## src/rtl/btn_event_bank.sv

```systemverilog
// Multi-channel button front end: sync, debounce, press/release pulses, held level.
// Optional auto-repeat of press while held: define BTN_AUTOREPEAT_EN.

module btn_event_lane #(
  parameter int SYNC_STAGES   = 2,
  parameter int DEBOUNCE_CYC  = 4,
  parameter int REPEAT_DELAY  = 8,
  parameter int REPEAT_PERIOD = 4
) (
  input  logic i_clk,
  input  logic i_rst,
  input  logic i_btn_n,
  output logic o_press,
  output logic o_release,
  output logic o_held
);
  localparam int CW = $clog2(DEBOUNCE_CYC + 1);

  typedef enum logic [1:0] {S_IDLE, S_PULSE, S_HELD, S_REL} state_t;

  logic [SYNC_STAGES-1:0] r_sync;
  logic [CW-1:0]          r_cnt;
  logic                   r_db;
  state_t                 r_state;
  state_t                 w_state_nxt;
  logic                   w_p;
  logic [CW-1:0]          w_cnt_inc;
  logic                   w_press_nxt;
  logic                   w_release_nxt;
  logic                   w_held_nxt;
  logic                   w_rep_hit;

  // Reset to all-ones so a button held through reset looks released and re-presses.
  always_ff @(posedge i_clk or posedge i_rst) begin
    if (i_rst) r_sync <= '1;
    else       r_sync <= {r_sync[SYNC_STAGES-2:0], i_btn_n};
  end

  assign w_p       = ~r_sync[SYNC_STAGES-1];
  assign w_cnt_inc = r_cnt + CW'(1);

  always_ff @(posedge i_clk or posedge i_rst) begin
    if (i_rst) begin
      r_cnt <= '0;
      r_db  <= 1'b0;
    end else if (w_p == r_db) begin
      r_cnt <= '0;
    end else if (w_cnt_inc == CW'(DEBOUNCE_CYC)) begin
      r_db  <= w_p;
      r_cnt <= '0;
    end else begin
      r_cnt <= w_cnt_inc;
    end
  end

`ifdef BTN_AUTOREPEAT_EN
  localparam int RMAX = (REPEAT_DELAY > REPEAT_PERIOD) ? REPEAT_DELAY : REPEAT_PERIOD;
  localparam int RW   = $clog2(RMAX + 1);

  logic [RW-1:0] r_rcnt;
  logic          r_rfirst;
  logic [RW-1:0] w_rcnt_inc;

  assign w_rcnt_inc = r_rcnt + RW'(1);
  assign w_rep_hit  = (r_state == S_HELD) &&
                      (r_rfirst ? (w_rcnt_inc == RW'(REPEAT_DELAY))
                                : (w_rcnt_inc == RW'(REPEAT_PERIOD)));

  // Outside S_HELD (including S_PULSE) the repeat timer sits cleared and armed for the long first delay.
  always_ff @(posedge i_clk or posedge i_rst) begin
    if (i_rst) begin
      r_rcnt   <= '0;
      r_rfirst <= 1'b1;
    end else if (r_state != S_HELD) begin
      r_rcnt   <= '0;
      r_rfirst <= 1'b1;
    end else if (w_rep_hit) begin
      r_rcnt   <= '0;
      r_rfirst <= 1'b0;
    end else begin
      r_rcnt   <= w_rcnt_inc;
    end
  end
`else
  assign w_rep_hit = 1'b0;
`endif

  always_ff @(posedge i_clk or posedge i_rst) begin
    if (i_rst) r_state <= S_IDLE;
    else       r_state <= w_state_nxt;
  end

  always_comb begin
    w_state_nxt   = r_state;
    w_press_nxt   = 1'b0;
    w_release_nxt = 1'b0;
    w_held_nxt    = 1'b0;
    case (r_state)
      S_IDLE: begin
        if (r_db) w_state_nxt = S_PULSE;
      end
      S_PULSE: begin
        w_press_nxt = 1'b1;
        w_held_nxt  = 1'b1;
        w_state_nxt = r_db ? S_HELD : S_REL;
      end
      S_HELD: begin
        w_held_nxt  = 1'b1;
        w_press_nxt = w_rep_hit;
        if (!r_db) w_state_nxt = S_REL;
      end
      S_REL: begin
        w_release_nxt = 1'b1;
        w_state_nxt   = r_db ? S_PULSE : S_IDLE;
      end
      default: w_state_nxt = S_IDLE;
    endcase
  end

  always_ff @(posedge i_clk or posedge i_rst) begin
    if (i_rst) begin
      o_press   <= 1'b0;
      o_release <= 1'b0;
      o_held    <= 1'b0;
    end else begin
      o_press   <= w_press_nxt;
      o_release <= w_release_nxt;
      o_held    <= w_held_nxt;
    end
  end
endmodule

module btn_event_bank #(
  parameter int N_BTN         = 4,
  parameter int SYNC_STAGES   = 2,
  parameter int DEBOUNCE_CYC  = 4,
  parameter int REPEAT_DELAY  = 8,
  parameter int REPEAT_PERIOD = 4
) (
  input  logic             i_clk,
  input  logic             i_rst,
  input  logic [N_BTN-1:0] i_btn_n,
  output logic [N_BTN-1:0] o_press,
  output logic [N_BTN-1:0] o_release,
  output logic [N_BTN-1:0] o_held
);
  if (N_BTN < 1 || SYNC_STAGES < 2 || DEBOUNCE_CYC < 1 ||
      REPEAT_DELAY < 1 || REPEAT_PERIOD < 1) begin : g_bad_param
    $error("btn_event_bank: illegal parameter value");
  end

  for (genvar g = 0; g < N_BTN; g++) begin : g_lane
    btn_event_lane #(
      .SYNC_STAGES   (SYNC_STAGES),
      .DEBOUNCE_CYC  (DEBOUNCE_CYC),
      .REPEAT_DELAY  (REPEAT_DELAY),
      .REPEAT_PERIOD (REPEAT_PERIOD)
    ) u_lane (
      .i_clk     (i_clk),
      .i_rst     (i_rst),
      .i_btn_n   (i_btn_n[g]),
      .o_press   (o_press[g]),
      .o_release (o_release[g]),
      .o_held    (o_held[g])
    );
  end
endmodule

```

## config.mk

```make
export PLATFORM = sky130hd
export DESIGN_NAME = btn_event_bank
export DESIGN_NICKNAME = d
export VERILOG_FILES = /design/src/rtl/btn_event_bank.sv
export SDC_FILE = /design/constraint.sdc
export NUM_CORES = 1
export LEC_CHECK = 0
export ABC_AREA = 1
export CAP_MARGIN = 5
export CORE_MARGIN = 2
export CORE_UTILIZATION = 55
export CTS_CLUSTER_DIAMETER = 60
export DETAILED_ROUTE_END_ITERATION = 12
export DONT_BUFFER_PORTS = 1
export MAX_ROUTING_LAYER = met4
export PLACE_DENSITY_LB_ADDON = 0.2
export SETUP_SLACK_MARGIN = 0.02
export SLEW_MARGIN = 20
export SYNTH_ARGS = -nofsm -noshare
export SYNTH_HDL_FRONTEND = slang
export SYNTH_SLANG_ARGS = --single-unit
```

## constraint.sdc

```tcl
create_clock -name i_clk -period 1.14 [get_ports i_clk]
set_input_delay 0.114 -clock i_clk [delete_from_list [all_inputs] [get_ports i_clk]]
set_output_delay 0.114 -clock i_clk [all_outputs]
set_load 0.01 [all_outputs]
```

# Yosys cells after proc, flatten, opt, wreduce, memory -nomap -nowiden
# Index checks and enable logic that the tools add are counted.
# Widths: inputs -> output; s select.
[totals] register_bits=44 mem_count=0 mem_bits_rw=0 inputBits=6 rom_bits=0 latchBits=0 output_inout_bits=12
[classes] eq_ne=28 n_reduce_logical=16 div=0 n_mux=40 n_mul=0 bitwise_logic=8 shifts=0 addsub=4 order_cmp=0
[op_table] op="$pmux 2 s4" count=4
[op_table] op="$mux 3" count=8
[op_table] op="$mux 1" count=20
[op_table] op="$eq 2x2->1 const B" count=8
[op_table] op="$mux 2" count=8
[op_table] op="$reduce_and 2->1" count=8
[op_table] op="$add 3x1->3 const B" count=4
[op_table] op="$eq 3x3->1 const B" count=4
[op_table] op="$eq 2x1->1 const B" count=4
[op_table] op="$logic_not 2->1" count=4
[op_table] op="$ne 2x1->1 const B" count=4
[op_table] op="$ne 2x2->1 const B" count=4
[op_table] op="$not 1->1" count=8
[op_table] op="$reduce_or 2->1" count=4
[op_table] op="$eq 1x1->1" count=4

# Depth between registers and ports, before layout
# Gate-level depths: netlist of the first run.
[depth] depth_word=4 depth_mapped=7 ltp_nobuf=7

# By module
# From an unflattened synthesis of the first run, not the netlist that was laid out.
[unflattened] hier_cells=228 area_unflattened_um2=2102.0
[modules_own_cells] mod="btn_event_lane" cells_each=57 area_per_inst_um2=525.5 instances=4

# Worst setup path after synthesis of the first run
# Ideal clock, no wire load.
[synth_timing] path_type="reg-to-reg" start="reg g_lane[2].u_lane.r_cnt[0]" end="reg g_lane[2].u_lane.r_cnt[0]" t_required_ps=1068 period_less_slack_ps=1191 path_slack_ps=-51 arrival_time_ps=1120 path_stages_with_launch=5 setup_time_ps=72 cell_sequence="dfrtp_1 > ha_1 > ha_1 > or2_2 > nor2_1"
[synth_via] elab_chain_len=4
[synth_rtl] item="from (decl)" line_no="22" rtl="logic [CW-1:0] r_cnt;"
[synth_rtl] item="from (signal assigned)" line_no="52" rtl="r_cnt <= w_cnt_inc;"
[synth_rtl] item="$add 3x1->3 *" line_no="40" rtl="assign w_cnt_inc = r_cnt + CW'(1);"
[synth_rtl] item="$eq 3x3->1" line_no="48" rtl="end else if (w_cnt_inc == CW'(DEBOUNCE_CYC)) begin"
[synth_rtl] item="$mux 3 *" line_no="48"
[synth_rtl] item="$mux 3 *" line_no="46" rtl="end else if (w_p == r_db) begin"
# Every way passes the cells marked *; elsewhere a longest branch is shown, timed or not.
# A chain may end at the register's enable or synchronous reset.

# Final worst setup path of the first run
# Same ends and word-level chain as after synthesis.

==> results of run 1 <==
==> how the worst max path moves through the flow <==
stage,end,slack (ns),depth (start not counted)
CTS,g_lane[2].u_lane.r_cnt[0]$_DFF_PP0_,0.002,4
finish,g_lane[2].u_lane.r_cnt[0]$_DFF_PP0_,0.02,4
global route,g_lane[1].u_lane.r_state[0]$_DFFE_PP0P_,-0.03,7
floorplan,g_lane[2].u_lane.r_cnt[0]$_DFF_PP0_,0.02,4
global placement,g_lane[2].u_lane.r_cnt[0]$_DFF_PP0_,0.01,4
detailed placement,g_lane[0].u_lane.r_state[0]$_DFFE_PP0P_,-0.01,7
==> through the flow <==
stage / hold slack (ns) / util (%) / std cells / area (um^2) / setup TNS (ns)
2_1_floorplan: 0.115 / - / 231 / 2180 / 0
3_3_place_gp: 0.0571 / 58.4 / 270 / 2180 / 0
3_5_place_dp: 0.0585 / 58.4 / 270 / 2180 / -0.0342
4_1_cts: 0.347 / 63.2 / 285 / 2370 / 0
5_1_grt: 0.340 / 69.4 / 287 / 2600 / -0.158
6_report: 0.350 / 69.4 / 287 / 2600 / 0
==> metal layers <==
metal / vias to the layer above / share of wire (%) / GRT usage (%) / wire [um]
li1: 698 / - / - / -
met1: 635 / 46 / 17.7 / 1480
met2: 15 / 50 / 26.6 / 1610
met3: 4 / 2.6 / 5.07 / 83
met4: 0 / 1.4 / 7.65 / 44
met5: - / 0 / - / 0
==> synthesized netlist by cell type, drive strengths merged <==
| cell type | n |
|---|---|
| a21oi | 1 |
| buf | 13 |
| dfrtp | 36 |
| dfstp | 8 |
| ha | 29 |
| inv | 40 |
| nand2 | 57 |
| nand3 | 7 |
| nand3b | 6 |
| nand4 | 3 |
| nor2 | 25 |
| o21ai | 4 |
| or2 | 1 |
| xor2 | 1 |
==> sequential cells by signal (all words and copies together), names as in the netlist <==
signal                   cells
g_lane.u_lane.o_held         4
g_lane.u_lane.o_press        4
g_lane.u_lane.o_release      4
g_lane.u_lane.r_cnt         12
g_lane.u_lane.r_db           4
g_lane.u_lane.r_state        8
g_lane.u_lane.r_sync         8
==> report_power, final <==
| group | internal (W) | switching (W) | total [W] | leakage [nW] |
|---|---|---|---|---|
| Combinational | 0.00131 | 0.00153 | 0.00284 | 0.705 |
| Sequential | 0.00220 | 0.000657 | 0.00286 | 0.533 |
| Clock | 0.000540 | 0.000489 | 0.00103 | 0.0503 |
| Total | 0.00405 | 0.00267 | 0.00673 | 1.29 |
==> cells by family (layout without fill, tap and decap cells) <==
| logic type | count (synthesis) | after routing | share of synthesized area, % |
|---|---|---|---|
| adder cells (fa/ha/maj) | 29 | 29 | 16.7 |
| flip-flops | 44 | 44 | 51.1 |
| AO/OA/AOI/OAI | 5 | 5 | 1.15 |
| XOR/XNOR | 1 | 1 | 0.403 |
| buffers and inverters | 53 | 61 | 11.6 |
| AND/OR/NAND/NOR | 99 | 99 | 19.1 |
==> cell type report <==
cell class                 instances  share of cell area [%]
inverter                          40                    6.31
clock buffer                       7                    3.71
sequential                        44                    42.9
multi-input combinational        134                    39.5
timing repair buffer              14                    5.30
tap                               48                    2.31
==> timing repair <==
action                                  in CTS  in global routing
hold buffers                                 5                  0
setup buffers                                3                  2
endpoints found under the setup margin       7                 15
gates resized for setup                      5                 67
hold endpoints to repair                    48                  0
pin swaps                                    4                 17
==> worst register-to-register path, stage by stage (launching register included) <==
cell     delay [ns]
dfrtp_1        0.41
ha_4           0.18
ha_4           0.15
or2_4          0.25
nor2_4         0.07
==> metrics.md, run 1 <==
| Metric | Value |
|---|---|
| Detailed-route via count | 1352 |
| HP Class | input port to asynchronous set/reset pin |
| Nets | 274 |
| Die Y | 66.9 um |
| Final Slew Violations | 0 |
| Routed Antenna Nets | 0 |
| Synth Warn # | 0 |
| 1st-pass router iterations | 4 |
| Yosys reg bits | 44 |
| Worst-Skew Late Latency | 0.29 ns |
| GRT Overall Usage | 16.1% |
| Period Utilization, post-route | 98.5% |
| Fill count | 276 |
| Buffers on Ports | 0 |
| CP Class | register to register |
| Syn avg cell area | 9.41 um^2 |
| Dpl ws | -0.0144 ns |
| LEAKAGE | 1.29 nW |
| CP peak stage delay | 0.41 ns |
| Initial DRC Count | 65 |
| Seq/Total Area, Yosys | 51.1% |
| Worst r2r path cells | 4 |
| Final HPWL DP | 2.06 mm |
| Gpl congestion | 0.797 |
| Core area | 0.00374 mm^2 |
| Reg2reg end | g_lane[2].u_lane.r_cnt[0]$_DFF_PP0_ |
| Final worst slack | 0.0175 ns |
| Pwr dens | 2590 mW/mm^2 |
| Buf+Inv Stages, Crit Path | 0 |
| Synthesis-to-layout area growth | 19.5% |
| Fin crit period | 1.12 ns |
| # Max-Cap Violations | 0 |
| Largest net degree at the start of global routing | 45 |
| Proportion of layout cells with a drive suffix above 1 | 33.1% |
| DIE WIDTH | 66.9 um |
| Crit path top cell by count | ha_4 |
| Total congestion overflow | 0 |
| Distinct cells, synth | 17 |
| IO Count | 18 |
| RSZ-0062 raised after global routing | true |
| Final setup violating endpoints | 0 |
| Largest cells by area after synthesis | dfrtp_1 (41%), ha_1 (17%), dfstp_2 (9.7%) |
| Status | finished clean |
| Synth Net Count | 266 |
| H-tree depth | 2 |
| F_max | 891 MHz |
| Clk pin slew, worst setup/hold paths | 0.08 ns |
| Vias in the first global route | 1304 |
| Initial antenna violation count | 0 |
| Worst r2r src | g_lane[2].u_lane.r_cnt[0]$_DFF_PP0_ |
| Drt via density | 4.71 |
| Register area | 0.00111 mm^2 |
| # rows | 22 |
| Global-route wire length before repair | 5.24 mm |
| Relative slew slack | 72.4% |
| Critical path arrival | 1.35 ns |
| Worst-Margin Slew | 0.413 ns |
| Area occupied by multi-input gates | 0.00103 mm^2 |
| Max FO, Critical Path | 2 |
| Clock Path Buffers | 2 |
| ANT cells | 0 |
| DR DRC count | 0 |
| CP delay by family, top | flip-flops |
| Die Area | 0.00447 mm^2 |
| Commonest non-fill, non-tap cells in the layout | nand2_1 (53), dfrtp_1 (33), inv_1 (27), nor2_1 (15) |
| CTS tree | built |
| Critical Path RT | 1.37 ns |
| Routed wire length | 3.23 mm |
| Starting Density | 58.1% |
| Critical Path Slowest Stage Cell | dfrtp_1 |
| Power Total | 0.00673 W |
| Crit-path cells | ha_4 -> ha_4 -> or2_4 -> nor2_4 |
| Crit path launch | g_lane[2].u_lane.r_cnt[0]$_DFF_PP0_ |
| Synth top area share | 41.4% |
| Yosys top cell by area | dfrtp_1 |
| CTS sink cnt | 44 |
| Worst VDD drop | 1900 uV |
| Most common cell after layout, fill and taps aside | nand2_1 |
| Clock skew | 0.00575 ns |
| Routed len/inst | 11.2 um |
| Hold Vio Cnt, Final | 0 |
| Syn Inst Count | 231 |
| Startpoint types | register |
| CP Capture Type | register |
| R2R setup slack | 0.02 ns |
| TritonCTS buffer count | 5 |
| CTS root buf | clkbuf_8 |
| Mapped Area | 0.00217 mm^2 |
(Power assumes the default switching activity.)
==> inputs of run 2 (changes only) <==
--- a/config.mk
+++ b/config.mk
@@ -8,7 +8,7 @@
 export ABC_AREA = 1
 export CAP_MARGIN = 5
 export CORE_MARGIN = 2
-export CORE_UTILIZATION = 55
+export CORE_UTILIZATION = 45
 export CTS_CLUSTER_DIAMETER = 60
 export DETAILED_ROUTE_END_ITERATION = 12
 export DONT_BUFFER_PORTS = 1
==> metrics.md, run 2 (same netlist as run 1, synthesis figures left out) <==
| Metric | Value |
|---|---|
| LEAKAGE | 1.30 nW |
| CP Capture Type | register |
| DIE WIDTH | 73.5 um |
| Routed len/inst | 11.5 um |
| Relative slew slack | 77.8% |
| Final Core Density | 56.6% |
| Drt via density | 4.62 |
| CTS root buf | clkbuf_8 |
| Pwr dens | 2640 mW/mm^2 |
| 1st-pass router iterations | 4 |
| Final HPWL DP | 2.22 mm |
| # Max-Cap Violations | 0 |
| Proportion of layout cells with a drive suffix above 1 | 40.7% |
| Buf+Inv Stages, Crit Path | 1 |
| Critical path arrival | 1.28 ns |
| Fin Setup TNS | 0 ns |
| CP Class | register to register |
| Status | finished clean |
| CP delay by family, top | flip-flops |
| Global-route wire length before repair | 5.64 mm |
| GRT Overall Usage | 14.2% |
| Largest net degree at the start of global routing | 23 |
| Gpl congestion | 0.803 |
| IO Count | 18 |
| Final setup violating endpoints | 0 |
| Detailed-route via count | 1363 |
| DR DRC count | 0 |
| Buffers on Ports | 0 |
| Critical Path Slowest Stage Cell | dfrtp_1 |
| Clock Path Buffers | 2 |
| Vias in the first global route | 1317 |
| Clk pin slew, worst setup/hold paths | 0.08 ns |
| Worst-Skew Late Latency | 0.29 ns |
| H-tree depth | 2 |
| TritonCTS buffer count | 5 |
| RSZ-0062 raised after global routing | true |
| Worst VDD drop | 839 uV |
| Final worst slack | 0.0450 ns |
| CTS tree | built |
| Critical Path RT | 1.32 ns |
| Routed wire length | 3.39 mm |
| Top reg by flops | g_lane.u_lane.r_cnt |
| ANT cells | 0 |
| Core area | 0.00469 mm^2 |
| Final Slew Violations | 0 |
| Largest regs | g_lane.u_lane.r_cnt: 12 flops, g_lane.u_lane.r_state: 8 flops, g_lane.u_lane.r_sync: 8 flops |
| Max FO, Critical Path | 2 |
| Initial DRC Count | 33 |
| Max FFs per register | 12 |
| Clock skew | 0.00242 ns |
| CTS sink cnt | 44 |
| Worst-Margin Slew | 0.334 ns |
| HP Class | input port to asynchronous set/reset pin |
| Fin cells | 295 |
| Hold Vio Cnt, Final | 0 |
| Die Area | 0.00540 mm^2 |
| Startpoint types | register |
| Initial antenna violation count | 0 |
| Period Utilization, post-route | 96.1% |
| Starting Density | 46.3% |
| Die Y | 73.5 um |
| Fin crit period | 1.09 ns |
| F_max | 913 MHz |
| Total congestion overflow | 0 |
| Hold Slack | 0.357 ns |
| Placed cells | 278 |
| Commonest non-fill, non-tap cells in the layout | nand2_1 (44), dfrtp_1 (32), inv_1 (25), nor2_1 (14), nand2_2 (13) |
| # rows | 25 |
| Nets | 275 |
| Crit-path cells | ha_4 -> ha_4 -> buf_4 -> nor2_1 -> a21oi_1 |
| CP peak stage delay | 0.41 ns |
| Most common cell after layout, fill and taps aside | nand2_1 |
| Crit path top cell by count | ha_4 |
| Synthesis-to-layout area growth | 22.2% |
| Routed Antenna Nets | 0 |
| Fill count | 391 |
| Dpl ws | -0.0158 ns |
-- run 2: cell count changes in the layout (fill, tap and decap cells not counted), moves of 2 or more --
cell      delta
o21ai_1      -3
nand3_2      +4
nor2_4       +3
o21ai_2      +3
nor2_2       -2
inv_1        -2
inv_2        +4
inv_4        -2
nand3_1      -4
buf_6        +2
nand2_1      -9
nand2_2      +9
clkbuf_1     +2
-- run 2: repair_timing --
action	4_1_cts	5_1_grt
hold endpoints to repair	40	0
buffers inserted	1	3
endpoints found under the setup margin	8	15
pin swaps	5	22
resized for setup	5	88
hold buffers	5	0
-- run 2: path summary, 6_finish.rpt --
path                                                      startpoint                                   end  slack, ns  depth (start not counted)
min in group i_clk              g_lane[1].u_lane.r_sync[0]$_DFF_PP1_  g_lane[1].u_lane.r_sync[1]$_DFF_PP1_       0.36                          0
worst max-delay path             g_lane[2].u_lane.r_cnt[0]$_DFF_PP0_     g_lane[2].u_lane.r_db$_DFFE_PP0P_       0.05                          5
worst min-delay path                                           i_rst     g_lane[1].u_lane.o_held$_DFF_PP0_       0.36                          3
worst min register to register  g_lane[1].u_lane.r_sync[0]$_DFF_PP1_  g_lane[1].u_lane.r_sync[1]$_DFF_PP1_       0.36                          0
max in group asynchronous                                      i_rst  g_lane[3].u_lane.r_sync[0]$_DFF_PP1_       0.50                          3
worst max register to register   g_lane[2].u_lane.r_cnt[0]$_DFF_PP0_     g_lane[2].u_lane.r_db$_DFFE_PP0P_       0.05                          5
-- run 2: worst min-delay path, cell delays in order --
cell,delay [ns]
dlygate4sd3_1,0.57
clkinvlp_4,0.08
buf_4,0.28
-- run 2: area by class of cell --
cell class,count,area (um^2),share of cell area [%]
inverter,40,159,5.98
multi-input combinational,134,1080,40.8
clock buffer,8,90.1,3.39
sequential,44,1120,42.0
tap,54,67.6,2.54
timing repair buffer,15,140,5.27
-- run 2: per-stage QoR --
step	cell area (um^2)	power, W
after floorplan	2180	0.00461
after detailed placement	2190	0.00489
after CTS	2350	0.00598
after global routing	2660	0.00769
after global placement	2190	0.00485
final	2660	0.00702
-- run 2: per-layer routing --
layer / wire length (um) / GRT usage, % / up-vias
met5: 0 / - / -
met2: 1670 / 22.6 / 21
met4: 46 / 6.06 / 0
met1: 1550 / 16.9 / 634
li1: - / - / 704
met3: 118 / 3.98 / 4
-- run 2: power breakdown --
| part | internal (W) | switching (W) |
|---|---|---|
| logic | 0.00149 | 0.00169 |
| registers | 0.00220 | 0.000640 |
| clock network | 0.000495 | 0.000506 |
==> inputs of run 3 (changes only) <==
--- a/config.mk
+++ b/config.mk
@@ -15,7 +15,6 @@
 export MAX_ROUTING_LAYER = met4
 export PLACE_DENSITY_LB_ADDON = 0.2
 export SETUP_SLACK_MARGIN = 0.02
-export SLEW_MARGIN = 20
 export SYNTH_ARGS = -nofsm -noshare
 export SYNTH_HDL_FRONTEND = slang
 export SYNTH_SLANG_ARGS = --single-unit
==> results of run 3 <==
Same layout as run 2: the final DEF is identical, and so are final timing and power.
